[src/rtl/d_branch_seq_ctrl_if.sv]
// d_branch_seq_ctrl_if: decode-side control bundle for the branch/jump sequencer
// master: decode stage, drives i_* requests and observes o_* pipeline controls
// slave : sequencer, consumes i_* and drives o_* (PC mux, stalls, flush, status, stats)
interface d_branch_seq_ctrl_if #(parameter int CNT_W = 32);
   logic             i_ifstall;
   logic [2:0]       i_bop;
   logic [1:0]       i_jump;
   logic             i_opnd_hazard;
   logic             i_taken;
   logic             i_mem_stall;
   logic             o_pc_stall;
   logic             o_ifid_stall;
   logic             o_ifid_flush;
   logic [1:0]       o_pc_sel;
   logic             o_busy;
   logic             o_timeout;
   logic [CNT_W-1:0] o_br_count;
   logic [CNT_W-1:0] o_taken_count;
   modport master (
      output i_ifstall, i_bop, i_jump, i_opnd_hazard, i_taken, i_mem_stall,
      input  o_pc_stall, o_ifid_stall, o_ifid_flush, o_pc_sel, o_busy, o_timeout,
             o_br_count, o_taken_count
   );
   modport slave (
      input  i_ifstall, i_bop, i_jump, i_opnd_hazard, i_taken, i_mem_stall,
      output o_pc_stall, o_ifid_stall, o_ifid_flush, o_pc_sel, o_busy, o_timeout,
             o_br_count, o_taken_count
   );
endinterface

[src/rtl/d_branch_seq_ctrl.sv]
// d_branch_seq_ctrl: decode-stage branch/jump sequencer for the 5-stage MIPS pipeline
// i_clk, i_rst : clock (rising edge), synchronous active-high reset
// bus (slave)  : decode requests in; PC-mux select, PC/IF-ID stall, IF-ID flush,
//                busy, sticky timeout and branch statistics out
// BRANCH_STATS_EN: when defined, builds the resolved/taken branch counters;
//                  otherwise both count ports read 0
module d_branch_seq_ctrl #(
   parameter int MAX_WAIT = 15,
   parameter int CNT_W    = 32
) (
   input logic             i_clk,
   input logic             i_rst,
   d_branch_seq_ctrl_if.slave bus
);
   localparam int WW = $clog2(MAX_WAIT + 1);
   typedef enum logic [1:0] {IDLE, HOLD, RESOLVE} state_t;
   state_t          state, state_nx;
   logic            is_jr, is_jr_nx;
   logic [WW-1:0]   cnt, cnt_nx;
   logic            timeout, timeout_nx;
   logic            stall, flush;
   logic [1:0]      sel;
   logic            req, jmp;
   // i_ifstall takes priority, so a plain j/jal is only honoured without it
   assign req = (bus.i_ifstall && bus.i_bop != 3'd0) || bus.i_jump == 2'b10;
   assign jmp = !bus.i_ifstall && bus.i_jump == 2'b01;
   always_ff @(posedge i_clk) begin
      if (i_rst) begin
         state   <= IDLE;
         is_jr   <= 1'b0;
         cnt     <= '0;
         timeout <= 1'b0;
      end else if (!bus.i_mem_stall) begin
         state   <= state_nx;
         is_jr   <= is_jr_nx;
         cnt     <= cnt_nx;
         timeout <= timeout_nx;
      end
   end
   always_comb begin
      state_nx   = state;
      is_jr_nx   = is_jr;
      cnt_nx     = cnt;
      timeout_nx = timeout;
      stall      = 1'b0;
      flush      = 1'b0;
      sel        = 2'b00;
      unique case (state)
         IDLE: begin
            if (req) begin
               stall    = 1'b1;
               is_jr_nx = bus.i_jump == 2'b10 && !bus.i_ifstall;
               state_nx = bus.i_opnd_hazard ? HOLD : RESOLVE;
            end else if (jmp) begin
               sel   = 2'b10;
               flush = 1'b1;
            end
         end
         HOLD: begin
            stall = 1'b1;
            if (!bus.i_opnd_hazard) begin
               state_nx = RESOLVE;
               cnt_nx   = '0;
            end else if (cnt == WW'(MAX_WAIT - 1)) begin
               // this is the MAX_WAIT-th wait cycle: give up and resolve anyway
               timeout_nx = 1'b1;
               state_nx   = RESOLVE;
               cnt_nx     = '0;
            end else begin
               cnt_nx = cnt + 1'b1;
            end
         end
         RESOLVE: begin
            flush    = 1'b1;
            sel      = is_jr ? 2'b11 : {1'b0, bus.i_taken};
            state_nx = IDLE;
            is_jr_nx = 1'b0;
         end
         default: state_nx = IDLE;
      endcase
      // a memory stall freezes the front end; the redirect waits for it to clear
      if (bus.i_mem_stall) begin
         stall = 1'b1;
         flush = 1'b0;
         sel   = 2'b00;
      end
   end
   assign bus.o_pc_stall   = stall;
   assign bus.o_ifid_stall = stall;
   assign bus.o_ifid_flush = flush;
   assign bus.o_pc_sel     = sel;
   assign bus.o_busy       = state != IDLE;
   assign bus.o_timeout    = timeout;
`ifdef BRANCH_STATS_EN
   logic [CNT_W-1:0] br_cnt, tk_cnt;
   always_ff @(posedge i_clk) begin
      if (i_rst) begin
         br_cnt <= '0;
         tk_cnt <= '0;
      end else if (state == RESOLVE && !bus.i_mem_stall && !is_jr) begin
         br_cnt <= br_cnt + 1'b1;
         tk_cnt <= tk_cnt + CNT_W'(bus.i_taken);
      end
   end
   assign bus.o_br_count    = br_cnt;
   assign bus.o_taken_count = tk_cnt;
`else
   assign bus.o_br_count    = '0;
   assign bus.o_taken_count = '0;
`endif
endmodule

[src/flat_wrapper.sv]
// flat-port wrapper written by rule: the top's interface ports become plain ports
module d_branch_seq_ctrl_flat 
#(
   parameter int MAX_WAIT = 15,
   parameter int CNT_W    = 32
)
  (i_clk, i_rst, bus_i_ifstall, bus_i_bop, bus_i_jump, bus_i_opnd_hazard, bus_i_taken, bus_i_mem_stall, bus_o_pc_stall, bus_o_ifid_stall, bus_o_ifid_flush, bus_o_pc_sel, bus_o_busy, bus_o_timeout, bus_o_br_count, bus_o_taken_count);
  d_branch_seq_ctrl_if #(.CNT_W(CNT_W)) bus_i ();
  input logic i_clk;
  input logic i_rst;
  input wire logic [$bits(bus_i.i_ifstall)-1:0] bus_i_ifstall;
  input wire logic [$bits(bus_i.i_bop)-1:0] bus_i_bop;
  input wire logic [$bits(bus_i.i_jump)-1:0] bus_i_jump;
  input wire logic [$bits(bus_i.i_opnd_hazard)-1:0] bus_i_opnd_hazard;
  input wire logic [$bits(bus_i.i_taken)-1:0] bus_i_taken;
  input wire logic [$bits(bus_i.i_mem_stall)-1:0] bus_i_mem_stall;
  output wire logic [$bits(bus_i.o_pc_stall)-1:0] bus_o_pc_stall;
  output wire logic [$bits(bus_i.o_ifid_stall)-1:0] bus_o_ifid_stall;
  output wire logic [$bits(bus_i.o_ifid_flush)-1:0] bus_o_ifid_flush;
  output wire logic [$bits(bus_i.o_pc_sel)-1:0] bus_o_pc_sel;
  output wire logic [$bits(bus_i.o_busy)-1:0] bus_o_busy;
  output wire logic [$bits(bus_i.o_timeout)-1:0] bus_o_timeout;
  output wire logic [$bits(bus_i.o_br_count)-1:0] bus_o_br_count;
  output wire logic [$bits(bus_i.o_taken_count)-1:0] bus_o_taken_count;
  assign bus_i.i_ifstall = bus_i_ifstall;
  assign bus_i.i_bop = bus_i_bop;
  assign bus_i.i_jump = bus_i_jump;
  assign bus_i.i_opnd_hazard = bus_i_opnd_hazard;
  assign bus_i.i_taken = bus_i_taken;
  assign bus_i.i_mem_stall = bus_i_mem_stall;
  assign bus_o_pc_stall = bus_i.o_pc_stall;
  assign bus_o_ifid_stall = bus_i.o_ifid_stall;
  assign bus_o_ifid_flush = bus_i.o_ifid_flush;
  assign bus_o_pc_sel = bus_i.o_pc_sel;
  assign bus_o_busy = bus_i.o_busy;
  assign bus_o_timeout = bus_i.o_timeout;
  assign bus_o_br_count = bus_i.o_br_count;
  assign bus_o_taken_count = bus_i.o_taken_count;
  d_branch_seq_ctrl #(.MAX_WAIT(MAX_WAIT), .CNT_W(CNT_W)) u_core (.i_clk(i_clk), .i_rst(i_rst), .bus(bus_i));
endmodule
[config.mk]
export PLATFORM = sky130hd
export DESIGN_NAME = d_branch_seq_ctrl_flat
export DESIGN_NICKNAME = d
export VERILOG_FILES = /design/src/rtl/d_branch_seq_ctrl_if.sv /design/src/rtl/d_branch_seq_ctrl.sv /design/src/flat_wrapper.sv
export SDC_FILE = /design/constraint.sdc
export NUM_CORES = 1
export LEC_CHECK = 0
export BUFFER_PORTS_ARGS = -buffer_cell sky130_fd_sc_hd__buf_4
export CAP_MARGIN = 0
export CORE_MARGIN = 1
export CORE_UTILIZATION = 30
export CTS_CLUSTER_DIAMETER = 30
export DETAILED_ROUTE_END_ITERATION = 10
export RECOVER_POWER = 100
export SETUP_SLACK_MARGIN = 0.1
export SYNTH_ARGS = -nofsm -noshare
export SYNTH_HDL_FRONTEND = slang
export SYNTH_SLANG_ARGS = --single-unit
[constraint.sdc]
create_clock -name i_clk -period 2.6 [get_ports i_clk]
set_clock_uncertainty 0.2 [all_clocks]
set_input_delay 0.13 -clock i_clk [delete_from_list [all_inputs] [get_ports i_clk]]
set_output_delay 0.13 -clock i_clk [all_outputs]
set_load 0.05 [all_outputs]
After elaboration in Yosys (flattened, before gate mapping)
Index checks and enable logic that the tools add are counted.
{"block": "totals", "out_inout_bits": 71, "ramBits": 0, "memories": 0, "in_bits": 11, "romBits": 0, "word_cells": 47, "latch_bits": 0, "register_bits": 8}
{"block": "classes", "n_eq_ne": 7, "div_mod_pow": 0, "n_bitwise": 1, "n_addsub": 1, "muxes": 21, "n_shift": 0, "magnitude_cmp": 0, "reduce_logical": 13, "mul": 0}
{"cell": "two-way mux 2 bit", "count": 8}
{"cell": "two-way mux 4 bit", "count": 2}
{"cell": "one-hot mux 2 bit (2 select lines)", "count": 2}
{"cell": "two-way mux 1 bit", "count": 6}
{"cell": "one-hot mux 1 bit (2 select lines)", "count": 3}
{"cell": "AND reduction 3 bit", "count": 2}
{"cell": "adder 4 x 1 -> 4 bit, second input constant", "count": 1}
{"cell": "== test 2 x 1 -> 1 bit, second input constant", "count": 2}
{"cell": "== test 2 bit, second input constant", "count": 2}
{"cell": "== test 4 bit, second input constant", "count": 1}
{"cell": "AND reduction 4 bit", "count": 1}
{"cell": "nonzero test 2 bit", "count": 2}
{"cell": "logical AND 1 bit", "count": 3}
{"cell": "!= test 3 x 2 -> 1 bit, second input constant", "count": 1}
{"cell": "nonzero test 3 bit", "count": 1}
{"cell": "zero test 2 bit", "count": 1}
{"cell": "!= test 2 x 1 -> 1 bit, second input constant", "count": 1}
{"cell": "AND reduction 2 bit", "count": 1}
{"cell": "zero test 1 bit", "count": 1}
{"cell": "logical OR 1 bit", "count": 1}
{"cell": "inverter 1 bit", "count": 1}

Depth between registers and ports, before layout
Gate-level depths: netlist (run 1).
{"block": "logic_depth", "ltp_word": 6, "ltp_mapped": 5, "depth_no_buf": 5}

Least setup slack after synthesis (run 1)
OpenSTA, ideal clock, no wires.
{"block": "synth_timing", "path_type": "reg-to-output", "from": "register u_core.state[1]", "to": "output bus_o_pc_sel[1]", "t_required_ns": 2.270, "path_slack_ns": 0.421, "path_stages_with_launch": 5, "arrival_ns": 1.849, "path_buffers": 1, "path_cell_list": "dfxtp_1 buf_4 nor4b_1 a21oi_1 nor3_1"}
{"block": "synth_between", "elab_chain_cells": 3, "elab_cells_between_ends": 4, "classes_between": "eq/ne: 1; mux: 2; reduce/logical: 1"}
{"item": "start, declared", "line": "d_branch_seq_ctrl.sv:17", "source": "state_t state, state_nx;"}
{"item": "start signal, assigned", "line": "d_branch_seq_ctrl.sv:34", "source": "state <= state_nx;"}
{"item": "== test 2 bit or zero test 2 bit (tied branches)", "line": "d_branch_seq_ctrl.sv:48", "source": "unique case (state)"}
{"item": "one-hot mux 2 bit (2 select lines) *", "line": "d_branch_seq_ctrl.sv:48"}
{"item": "two-way mux 2 bit *", "line": "d_branch_seq_ctrl.sv:82", "source": "if (bus.i_mem_stall) begin"}
{"item": "end, declared", "line": "flat_wrapper.sv:20", "source": "output wire logic [$bits(bus_i.o_pc_sel)-1:0] bus_o_pc_sel;"}
Every way passes the cells marked *; elsewhere a longest branch is shown, timed or not.

Worst setup path after layout (run 1)
Same ends and word-level chain as after synthesis.

==> impl_metrics.py, run 1 <==
metrics = {
    "final_layout": {
        "layout_commonest_cell": "conb_1",
        "fill_cells": 399,
        "antenna_cells": 0,
        "drive_gt1_frac": 0.1088,
        "multi_input_area_um2": 580.6,
        "fin_nets": 162,
        "syn_to_final_growth_pct": -9.501,
        "final_cell_mix": "conb_1, buf_4, dfxtp_1",
        "ff_latch_area_um2": 160.2,
        "final_util": 0.2835,
    },
    "synthesis": {
        "avgSynthCellArea_um2": 7.981,
        "async_reset_ff_frac": 0,
        "synth-warning-count": 0,
        "synth_edf_count": 0,
        "synth.distinct_cells": 33,
        "synth-main-ff-cell": "dfxtp_1",
        "syn-cell-area_um2": 1054,
        "ys_ff_latch": 8,
        "synthCells": 132,
        "synth.yosys.seq_area_share": 0.1520,
    },
    "global_route": {
        "grt_max_degree": 13,
        "grt_pass1_vias": 528,
        "grt_usage": 0.08253,
        "grt_antenna_before_repair": 0,
        "overflow": 0,
        "grt_pass1_wl_um": 2339,
    },
    "job": {
        "maxCapViolCount": 0,
    },
    "worst_setup_path": {
        "rr_worst_depth": 3,
        "criticalPathCategory": "flop to output pin",
        "path_max_fanout": 12,
        "endpoint_kind": "output pin",
        "worstPathRequired_ns": 2.27,
        "critical_path.startpoint_type": "flop",
        "cp.arrival_ns": 1.70,
    },
    "detailed_routing": {
        "wire_per_inst_um": 7.601,
        "wirelength_um": 1467,
        "via_count": 714,
        "drc": 0,
        "ant_nets": 0,
        "viasPerCell": 3.699,
        "drt_iter0_drc": 17,
        "firstDrtPassIters": 3,
    },
    "floorplan": {
        "core-area_um2": 3363,
        "initial_utilization": 0.3132,
        "dieArea_um2": 3753,
        "pin_count": 82,
        "die_w_um": 61.26,
        "die_h_um": 61.26,
        "placementRows": 21,
    },
    "placement": {
        "place.gp.congestion": 0.7554,
        "dpl.hpwl_um": 1128,
        "io_buffer_count": 17,
    },
    "clocking": {
        "postCtsSetupBuffers": 0,
        "clk_latency_ns": 0.25,
        "cts_buffer_depth": 2,
        "clk_pin_slew_worst_paths_ns": 0.06,
        "root_buffer": "clkbuf_4",
        "tritoncts": "yes",
        "h-tree-depth": 1,
        "ctsResizeCount": 0,
        "numClockSinks": 8,
        "cts_made_buffers": 3,
    },
    "min_path": {
        "holdPathStages": 3,
        "hold_class": "primary input to flop",
    },
    "sta": {
        "fmax_ghz": 0.4932,
        "fin_crit_sh": 0.7799,
        "slew_viol_final": 0,
        "finalHoldViolations": 0,
        "fin_setup_tns_ns": 0,
        "worst_pin_slew_ns": 0.7065,
        "rsz0062_at_grt": "false",
        "setup_viol": 0,
        "relSlewSlack": 0.5280,
        "finalCriticalPeriod_ns": 2.028,
    },
    "power_and_ir_drop": {
        "p_leak_nw": 0.4569,
        "power_density_nw_per_um2": 530.2,
        "peakVddDrop_uv": 160.7,
    },
    "run_status": {
        "status": "completed",
    },
}
-- through the flow --
stage	worst slack, ns	instances	power, mW	hold slack (ns)	cell area (um2)
after floorplan	0.4210	195	0.4711	0.1351	1290
after global placement	1.038	188	0.4191	0.1991	959.7
after detailed placement	1.012	188	0.4192	0.1997	959.7
after CTS	0.7650	193	0.5210	0.008174	1002
after global routing	0.4678	193	0.5361	0.02854	953.4
final	0.5724	193	0.5055	0.008284	953.4
-- cell usage after synthesis (3+ instances only) --
cell	count	share of area
a21oi_1	4	0.019
buf_4	67	0.48
nor3_1	5	0.024
nand2_1	4	0.014
dfxtp_1	8	0.15
inv_1	3	0.011
nor2_1	3	0.011
a31oi_1	4	0.024
nand4b_1	4	0.033
-- logic make-up after synthesis --
family,after synthesis,share of synthesized area
buf+inv,73,0.5000
simple gates,31,0.2078
compound gates,16,0.1045
flops,8,0.1520
fa+ha+maj,2,0.02375
xor+xnor,1,0.008315
other cells,1,0.003560
-- registers in the layout, summed over array words and instances, names as in the netlist --
| name | cells |
|---|---|
| u_core.bus.o_timeout | 1 |
| u_core.cnt | 4 |
| u_core.is_jr | 1 |
| u_core.state | 2 |
-- layer usage --
layer / track usage / part of all wire
met5: 0 / 0
met4: 0.02922 / 0.012
met3: 0.01891 / 0.091
met2: 0.1180 / 0.46
met1: 0.1199 / 0.43
-- path summary, 6_finish.rpt --
path                             start              endpoint  slack, ns
hold reg to reg   u_core.bus.o_timeout  u_core.bus.o_timeout       0.27
setup reg to reg       u_core.state[0]         u_core.cnt[3]       0.82
hold / removal       bus_i_opnd_hazard  u_core.bus.o_timeout      0.008
setup / recovery       u_core.state[1]       bus_o_pc_sel[1]       0.57
-- where the power goes --
group | internal, mW | switching [mW] | leakage (nW)
clock | 0.0529 | 0.0435 | 0.0138
sequential | 0.126 | 0.00765 | 0.0648
combinational | 0.0267 | 0.249 | 0.378
-- critical path, stage by stage, from the launching register on --
cell and delay [ns]:
dfxtp_1 0.41, nor4b_1 0.33, a21oi_1 0.07, nor3_1 0.14, clkbuf_1 0.49
-- layout make-up --
cell class | count | area share
inverters | 3 | 0.01181
clock buffers | 3 | 0.02362
flip-flops and latches | 8 | 0.1680
multi-input cells | 114 | 0.6089
well taps | 46 | 0.06037
repair buffers | 19 | 0.1273
-- what timing repair did --
action / CTS / global route
hold buffers: 2 / 0
endpoints found under the hold margin: 7 / 0
setup endpoints to repair: 0 / 0
Note: power is estimated with default switching activity, not from simulation.
==> run 2: changes to the inputs <==
==> constraint.sdc (replaced) <==
create_clock -name i_clk -period 2.1 [get_ports i_clk]
set_clock_uncertainty 0.2 [all_clocks]
set_input_delay 0.105 -clock i_clk [delete_from_list [all_inputs] [get_ports i_clk]]
set_output_delay 0.105 -clock i_clk [all_outputs]
set_load 0.05 [all_outputs]
==> impl_metrics.py, run 2 (synthesis gave the netlist of run 1 again) <==
metrics = {
    "sta": {
        "relSlewSlack": 0.5628,
        "finalCriticalPeriod_ns": 1.851,
        "slew_viol_final": 0,
        "fin_hold_ws_ns": -0.005400,
        "fin_ws_ns": 0.2491,
        "fin_setup_tns_ns": 0,
        "setup_viol": 0,
        "finalHoldViolations": 1,
        "rsz0062_at_grt": "false",
        "worst_pin_slew_ns": 0.6543,
        "fmax_ghz": 0.5403,
        "fin_crit_sh": 0.8814,
    },
    "detailed_routing": {
        "wl_met2_um": 659,
        "wl_met3_um": 160,
        "viasPerCell": 3.675,
        "wirelength_met1_um": 669,
        "wire_per_inst_um": 7.675,
        "drt_iter0_drc": 3,
        "via_count": 713,
        "ant_nets": 0,
        "wirelength_um": 1489,
        "firstDrtPassIters": 2,
        "drc": 0,
        "dr.max_layer_used": "met3",
    },
    "final_layout": {
        "largest_register_ffs": 4,
        "syn_to_final_growth_pct": -7.482,
        "top_register": "u_core.cnt",
        "layout.cells.non_filler": 194,
        "top_regs": "u_core.cnt x4, u_core.state x2",
        "drive_gt1_frac": 0.1486,
        "fin_nets": 163,
        "antenna_cells": 0,
        "final_cell_mix": "conb_1, buf_4, dfxtp_1",
        "layout_commonest_cell": "conb_1",
    },
    "worst_setup_path": {
        "worstPathRequired_ns": 1.79,
        "cp.arrival_ns": 1.55,
        "path_max_fanout": 4,
        "r2r_setup_slack_ns": 0.36,
        "endpoint_kind": "output pin",
        "criticalPathCategory": "primary input to output pin",
        "critical_path.startpoint_type": "primary input",
    },
    "clocking": {
        "cts_buffer_depth": 2,
        "cts_made_buffers": 3,
        "clk_latency_ns": 0.26,
        "postCtsSetupBuffers": 0,
        "h-tree-depth": 1,
        "tritoncts": "yes",
        "root_buffer": "clkbuf_4",
        "clk_pin_slew_worst_paths_ns": 0.05,
        "numClockSinks": 8,
    },
    "floorplan": {
        "initial_utilization": 0.3132,
        "die_h_um": 61.26,
        "die_w_um": 61.26,
        "dieArea_um2": 3753,
        "placementRows": 21,
        "core-area_um2": 3363,
        "pin_count": 82,
    },
    "global_route": {
        "grt_pass1_wl_um": 2201,
        "grt_usage": 0.07739,
        "grt_antenna_before_repair": 0,
        "grt_pass1_vias": 499,
        "overflow": 0,
        "grt_max_degree": 13,
    },
    "power_and_ir_drop": {
        "p_leak_nw": 0.4763,
        "power.total_mw": 0.6312,
        "peakVddDrop_uv": 204.3,
        "power_density_nw_per_um2": 647.5,
    },
    "run_status": {
        "violations": "hold timing",
        "status": "finished with violations",
    },
    "min_path": {
        "hold_class": "primary input to flop",
    },
    "job": {
        "maxCapViolCount": 0,
    },
    "placement": {
        "place_inst": 188,
        "place.gp.congestion": 0.7313,
        "pre_cts_ws_ns": 0.5603,
        "dpl.hpwl_um": 1139,
        "io_buffer_count": 17,
    },
}
run 2: changes by cell type in the layout (fill, tap and decap cells not counted):
cell	change
clkbuf_1	-5
clkbuf_2	+5
dlygate4sd3_1	+1
nor3_1	-1
nor3_2	+1
run 2: power by group:
group          switching [mW]  internal (mW)  total (mW)
registers             0.00986          0.156       0.166
clock network          0.0545         0.0656       0.120
logic                   0.309         0.0362       0.345
run 2: cell type report:
cell class,count,area [um2]
Tap cell,46,57.56
Sequential cell,8,160.2
Fill cell,395,2389
Clock buffer,3,22.52
Inverter,3,11.26
Multi-Input combinational cell,114,585.6
Timing Repair Buffer,20,137.6
run 2: metrics by stage:
step,instance area (um2),utilization
final,974.7,0.2898
after global routing,974.7,0.2898
after CTS,1017,0.3025
after detailed placement,964.7,0.2868
after global placement,964.7,0.2868
after floorplan,1295,-
run 2: critical path, stage by stage:
cell and delay (ns):
dlygate4sd3_1 0.53, buf_4 0.14, nor4b_1 0.27, a21oi_1 0.08
nor3_2 0.12, clkbuf_2 0.29
run 2: final timing paths:
kind,to,start,depth (start not counted)
setup / recovery,bus_o_pc_sel[1],bus_i_ifstall,6
hold / removal,u_core.state[0],bus_i_mem_stall,3
setup reg to reg,u_core.cnt[1],u_core.state[0],3
hold reg to reg,u_core.bus.o_timeout,u_core.bus.o_timeout,2
run 2: routing by layer:
metal | global-route usage | vias to the layer above
met4 | 0 | 0
li1 | - | 351
met2 | 0.1273 | 43
met5 | 0 | -
met3 | 0.03151 | 0
met1 | 0.1014 | 319
run 2: what timing repair did:
action,in CTS,in global routing
setup endpoints to repair,0,0
hold buffers,3,0
hold endpoints to repair,8,0
resized for setup,0,0
